===== src/rtl/tcm_port_arb.sv =====
// TCM port arbiter: shares one SRAM port between the core (C) and a
// secondary master (D), with programmable wait-state occupancy.
module tcm_port_arb #(
  parameter int AW     = 13,
  parameter int DW     = 32,
  parameter int RDW    = 2,
  parameter int STARVE = 8
) (
  input  logic            clk,
  input  logic            resetn,
  input  logic [RDW-1:0]  waitcyc,
  input  logic            c_cs,
  input  logic [AW-1:0]   c_addr,
  input  logic [DW/8-1:0] c_we,
  input  logic [DW-1:0]   c_wd,
  output logic            c_wait,
  output logic            c_rvalid,
  output logic [DW-1:0]   c_rd,
  input  logic            d_req,
  input  logic [AW-1:0]   d_addr,
  input  logic [DW/8-1:0] d_we,
  input  logic [DW-1:0]   d_wd,
  output logic            d_gnt,
  output logic            d_rvalid,
  output logic [DW-1:0]   d_rd,
  output logic            ram_cs,
  output logic [AW-1:0]   ram_addr,
  output logic [DW/8-1:0] ram_we,
  output logic [DW-1:0]   ram_wd,
  input  logic [DW-1:0]   ram_rd,
  output logic            busy
);

  localparam int BW = DW / 8;
  localparam int NT = 1 << RDW;
  localparam int SW = $clog2(STARVE + 1);
  localparam logic [SW-1:0] SMAX = SW'(STARVE);

  typedef enum logic {
    IDLE,
    OCC
  } state_e;

  state_e         state_q, state_d;
  logic [RDW-1:0] cnt_q, cnt_d;
  logic [SW-1:0]  starve_q, starve_d;
  logic [NT-1:0]  tag_vld_q, tag_vld_d;
  logic [NT-1:0]  tag_prt_q, tag_prt_d;

  logic          free;
  logic          d_win;
  logic          gnt_c;
  logic          gnt_d;
  logic          gnt_any;
  logic [BW-1:0] sel_we;
  logic          is_rd;

  assign free  = (state_q == IDLE) | (cnt_q == '0);
  assign d_win = d_req & (~c_cs | (starve_q == SMAX));

  // No grants while reset is asserted, so a held C request just waits.
  assign gnt_c   = resetn & free & c_cs & ~d_win;
  assign gnt_d   = resetn & free & d_win;
  assign gnt_any = gnt_c | gnt_d;

  assign c_wait = c_cs & ~gnt_c;
  assign d_gnt  = gnt_d;

  always_comb begin
    sel_we   = '0;
    ram_addr = '0;
    ram_wd   = '0;
    unique case (1'b1)
      gnt_d: begin
        sel_we   = d_we;
        ram_addr = d_addr;
        ram_wd   = d_wd;
      end
      gnt_c: begin
        sel_we   = c_we;
        ram_addr = c_addr;
        ram_wd   = c_wd;
      end
      default: ;
    endcase
  end

  assign ram_cs = gnt_any;
  assign ram_we = sel_we;
  assign is_rd  = gnt_any & (sel_we == '0);

  always_comb begin
    state_d = state_q;
    cnt_d   = cnt_q;
    if (gnt_any) begin
      cnt_d   = waitcyc;
      state_d = (waitcyc != '0) ? OCC : IDLE;
    end else if (state_q == OCC) begin
      if (cnt_q != '0) begin
        cnt_d = cnt_q - 1'b1;
      end else begin
        state_d = IDLE;
      end
    end
  end

  always_comb begin
    starve_d = starve_q;
    if (gnt_d | ~d_req) begin
      starve_d = '0;
    end else if (gnt_c && starve_q != SMAX) begin
      starve_d = starve_q + 1'b1;
    end
  end

  // Read tags enter at slot waitcyc and reach slot 0 when ram_rd is valid.
  always_comb begin
    tag_vld_d = tag_vld_q >> 1;
    tag_prt_d = tag_prt_q >> 1;
    if (is_rd) begin
      tag_vld_d[waitcyc] = 1'b1;
      tag_prt_d[waitcyc] = gnt_d;
    end
  end

  always_ff @(posedge clk) begin
    if (!resetn) begin
      state_q   <= IDLE;
      cnt_q     <= '0;
      starve_q  <= '0;
      tag_vld_q <= '0;
      tag_prt_q <= '0;
    end else begin
      state_q   <= state_d;
      cnt_q     <= cnt_d;
      starve_q  <= starve_d;
      tag_vld_q <= tag_vld_d;
      tag_prt_q <= tag_prt_d;
    end
  end

  assign c_rvalid = resetn & tag_vld_q[0] & ~tag_prt_q[0];
  assign d_rvalid = resetn & tag_vld_q[0] & tag_prt_q[0];
  assign c_rd     = c_rvalid ? ram_rd : '0;
  assign d_rd     = d_rvalid ? ram_rd : '0;
  assign busy     = resetn & (state_q == OCC) & (cnt_q != '0);

endmodule

===== config.mk =====
export PLATFORM = sky130hd
export DESIGN_NAME = tcm_port_arb
export DESIGN_NICKNAME = d
export VERILOG_FILES = /design/src/rtl/tcm_port_arb.sv
export SDC_FILE = /design/constraint.sdc
export NUM_CORES = 1
export LEC_CHECK = 0
export BUFFER_PORTS_ARGS = -buffer_cell sky130_fd_sc_hd__buf_2
export CORE_AREA = 4 4 97 99
export DETAILED_ROUTE_END_ITERATION = 8
export DIE_AREA = 0 0 101 103
export HOLD_SLACK_MARGIN = 0.1
export PLACE_DENSITY_LB_ADDON = 0.12
export SETUP_SLACK_MARGIN = 0.2
export SLEW_MARGIN = 40
export SYNTH_ARGS = -nofsm -noshare
export SYNTH_HDL_FRONTEND = slang
export SYNTH_SLANG_ARGS = --single-unit

===== constraint.sdc =====
create_clock -name clk -period 1.9 [get_ports clk]
set_input_delay 0.285 -clock clk [delete_from_list [all_inputs] [get_ports clk]]
set_output_delay 0.285 -clock clk [all_outputs]
set_load 0.01 [all_outputs]

==> out/summary.log <==
[synthesis] instance count of the mapped netlist 226
[worst_setup_path] Worst R2R End tag_vld_q[1]
[timing] achievable clock frequency 465.0 MHz
[global_route] GR Layer Usage met3 4.263%
[placed_design] pre-CTS worst setup slack -0.06334 ns
[global_route] GRT met2 Usage 28.66%
[clock_tree] Skew-Pair Late Insertion Delay 0.25 ns
[global_route] total congestion overflow after global routing 0
[global_route] global-route total usage across every layer 15.50%
[worst_setup_path] count of cells along the worst register-to-register path 11
[detailed_routing] total routed wirelength 9.784 mm
[detailed_routing] via total after detailed routing 2690
[placed_design] instance area after placement 3207 sq um
[detailed_routing] detail-routed via count per cell 4.417
[min_path] capture endpoint of the worst hold path tag_vld_q[3]
[layout] total inserted antenna cells 0
[clock_tree] number of buffers on the longest clock path 2
[worst_setup_path] CP arrival 1.87 ns
[worst_setup_path] Setup CP Type flop to output port
[global_route] busiest metal layer after global routing met2
[global_route] number of antenna violations at the first check in global routing 0
[clock_tree] clock tree from TritonCTS yes
[power] cell area power density 311.2 nW/um^2
[timing] worst rel slew slack 76.17%
[die] die height 103 microns
[synthesis] mean instance size in the synthesized netlist 7.518 sq um
[detailed_routing] post-detailed-route count of antenna-violating nets 0
[timing] clock period minus final worst setup slack 2.151 ns
[layout] Core Util, Final 43.55%
[clock_tree] root buf cell clkbuf_8
[status] run status complete, but fails checks
[synthesis] count of warnings emitted by yosys 0
[timing] setup-violating endpoint count in the final report 52
[min_path] Min-Delay Path Class input pin to flop
[worst_setup_path] endpoint required time on the critical path 1.62 ns
[job] maximum capacitance violations 0
[synthesis] count of flip-flops with a built-in enable after synthesis 0
[layout] fraction of layout instances using a drive strength above 1 63.87%
[timing] clock skew after layout 0.007817 ns
[timing] setup repair after global routing missed its margin yes
[timing] fin. max-slew vios 0
[detailed_routing] violation count after the first detailed-route iteration 81
[global_route] number of global-route vias before repair 2504
[worst_setup_path] top fanout value on the critical path 11
[die] Core Region 8551 sq um
[clock_tree] total number of clock tree sinks 15
[die] row cnt 34
[die] area of the die 10400 sq um
[detailed_routing] DRC viols 0
[synthesis] Yosys top cell by area a22o_1
[die] initial core utilization 19.87%
[synthesis] Yosys cell types 33
[power] VDD IR max 336.7 uV
[clock_tree] clk slew on worst S/H paths 0.07 ns
[global_route] first-pass GRT wire length 13.06 mm
[worst_setup_path] element type at the critical path end output port
[layout] final-layout fill cell count 891
[timing] Final Hold Violating Endpoints 0
[worst_setup_path] critical path startpoint category flop
[placed_design] global placement routability congestion 0.8095
[worst_setup_path] worst reg2reg path startpoint cnt_q[0]
[synthesis] register area share after synthesis 17.67%
[min_path] worst hold stages 2
[clock_tree] H-tree levels 1
[clock_tree] clock buffer count from CTS 3
[placed_design] count of buffers inserted at the top-level ports 254
[worst_setup_path] worst reg-to-reg setup slack -0.05 ns
[die] num ports 255
[synthesis] post-synth design cell area 1699 sq um
[timing] hold_ws 0.3626 ns
[timing] fin worst setup slack -0.2507 ns
[die] die extent in x 101 microns
[timing] slew of the pin with the lowest slew margin 0.3542 ns
[placed_design] post-DP HPWL 7.553 mm
[detailed_routing] number of detailed-route iterations in the first pass 4
[layout] final standard cell area without fillers 3724 sq um
[synthesis] ranking of synthesized cells by instance count 64 x and2_1, 48 x a22o_1, 15 x dfxtp_1, 15 x nor2_1, 10 x buf_2
[layout] post-synthesis to final-layout area growth 119.1%
[synthesis] top cell type's share of synthesized area 24.74%
[power] standby leakage power 2.160 nW
[synthesis] fraction of registers with async set/reset 0%
[global_route] met1 Track Usage GR 18.90%
[layout] post-layout net count 641
[synthesis] flip-flop and latch count after synthesis 15
[synthesis] nets in the synthesized netlist 365
[global_route] largest net degree at the start of global routing 34
[synthesis] most common cell in the synthesized netlist and2_1
[min_path] Hold Crit Start waitcyc[0]
[synthesis] most used flip-flop cell after synthesis dfxtp_1
[detailed_routing] routed wirelength normalized by instance count 16.07 microns
[timing] period utilization 113.2%
[synthesis] top post-synthesis cells by area a22o_1 25%, and2_1 24%, dfxtp_1 18%
[status] violations in the final reports setup timing
[timing] Total Neg Setup Slack -10.45 ns
[worst max-delay path by stage]
stage | from | to | slack (ns) | depth (start not counted)
after floorplan | starve_q[0] | ram_addr[0] | 0.17 | 6
after global placement | starve_q[0] | ram_wd[9] | -0.03 | 7
after detailed placement | starve_q[0] | ram_wd[9] | -0.06 | 7
after CTS | starve_q[0] | ram_wd[9] | -0.30 | 9
after global routing | starve_q[0] | ram_wd[4] | -0.33 | 9
final | starve_q[0] | ram_addr[5] | -0.25 | 10
[layout by cell type, fill, tap and decap left out, types with 3 or more instances in the layout]
| cell type | instances |
|---|---|
| dfxtp_1 | 11 |
| a31oi_1 | 3 |
| a22o_1 | 47 |
| a21oi_2 | 3 |
| inv_2 | 5 |
| buf_2 | 245 |
| nand3_1 | 4 |
| buf_4 | 14 |
| and2_1 | 64 |
| mux2i_1 | 3 |
| xnor2_1 | 3 |
| clkbuf_16 | 3 |
| nand2_1 | 8 |
| dfxtp_2 | 4 |
| inv_1 | 4 |
| clkbuf_8 | 3 |
| buf_12 | 5 |
| buf_6 | 19 |
| nor2_1 | 14 |
| buf_16 | 4 |
| o21ai_1 | 3 |
[cell families after synthesis]
kind of cell	after synthesis	share of synthesized area [%]
xor gates and xnor gates	3	1.547
buffers and inverters	28	6.922
AOI/OAI and AO/OA	66	32.84
adders and majority gates	3	2.209
DFF	15	17.67
muxes	3	1.767
and+or+nand+nor	108	37.04
[state kept, by name, summed over array words and instances, names as in the netlist]
name	cells
cnt_q	2
state_q	1
starve_q	4
tag_prt_q	4
tag_vld_q	4
[metal layers]
metal  up-vias  part of all wire (%)
li1       1360                     -
met1      1189                    39
met2       141                    50
met3         0                    11
met4         0                     0
met5         -                     0
[worst max-delay path, stage by stage, from the launching register on]
cell and delay, ns:
dfxtp_2 0.32, inv_2 0.07, ha_4 0.13, nand3b_4 0.08, buf_4 0.16, a21oi_4 0.18
nor3_4 0.07, buf_6 0.14, clkbuf_16 0.16, a22o_1 0.18, buf_2 0.13
[per-stage QoR]
stage          total power [mW]  cells
5_1_grt                   1.227    609
3_5_place_dp             0.7854    582
6_report                  1.159    609
3_3_place_gp             0.7830    582
4_1_cts                   1.134    603
2_1_floorplan            0.5319    226
[power by group]
part           internal [mW]  switching, mW  total [mW]  leakage (nW)
sequential             0.323        0.00440       0.327         0.123
combinational          0.319          0.251       0.569          2.02
clock                  0.147          0.115       0.262        0.0217
total                  0.788          0.370        1.16          2.16
[cell type report]
cell class,count,area (sq um),area share [%]
clock buffer,3,41.29,1.109
sequential,15,305.3,8.199
multi-input combinational,183,1370,36.79
clock inverter,1,7.507,0.2016
inverter,9,33.78,0.9073
timing repair buffer,290,1831,49.16
tap,108,135.1,3.629
[repair_timing]
| action | 4_1_cts | 5_1_grt |
|---|---|---|
| pin swaps | 9 | 7 |
| buffers inserted | 13 | 3 |
| endpoints found under the setup margin | 60 | 61 |
| cloned | 4 | 3 |
| hold buffers | 0 | 0 |
| resized for setup | 32 | 11 |
Power figures use the tool's default switching activity.
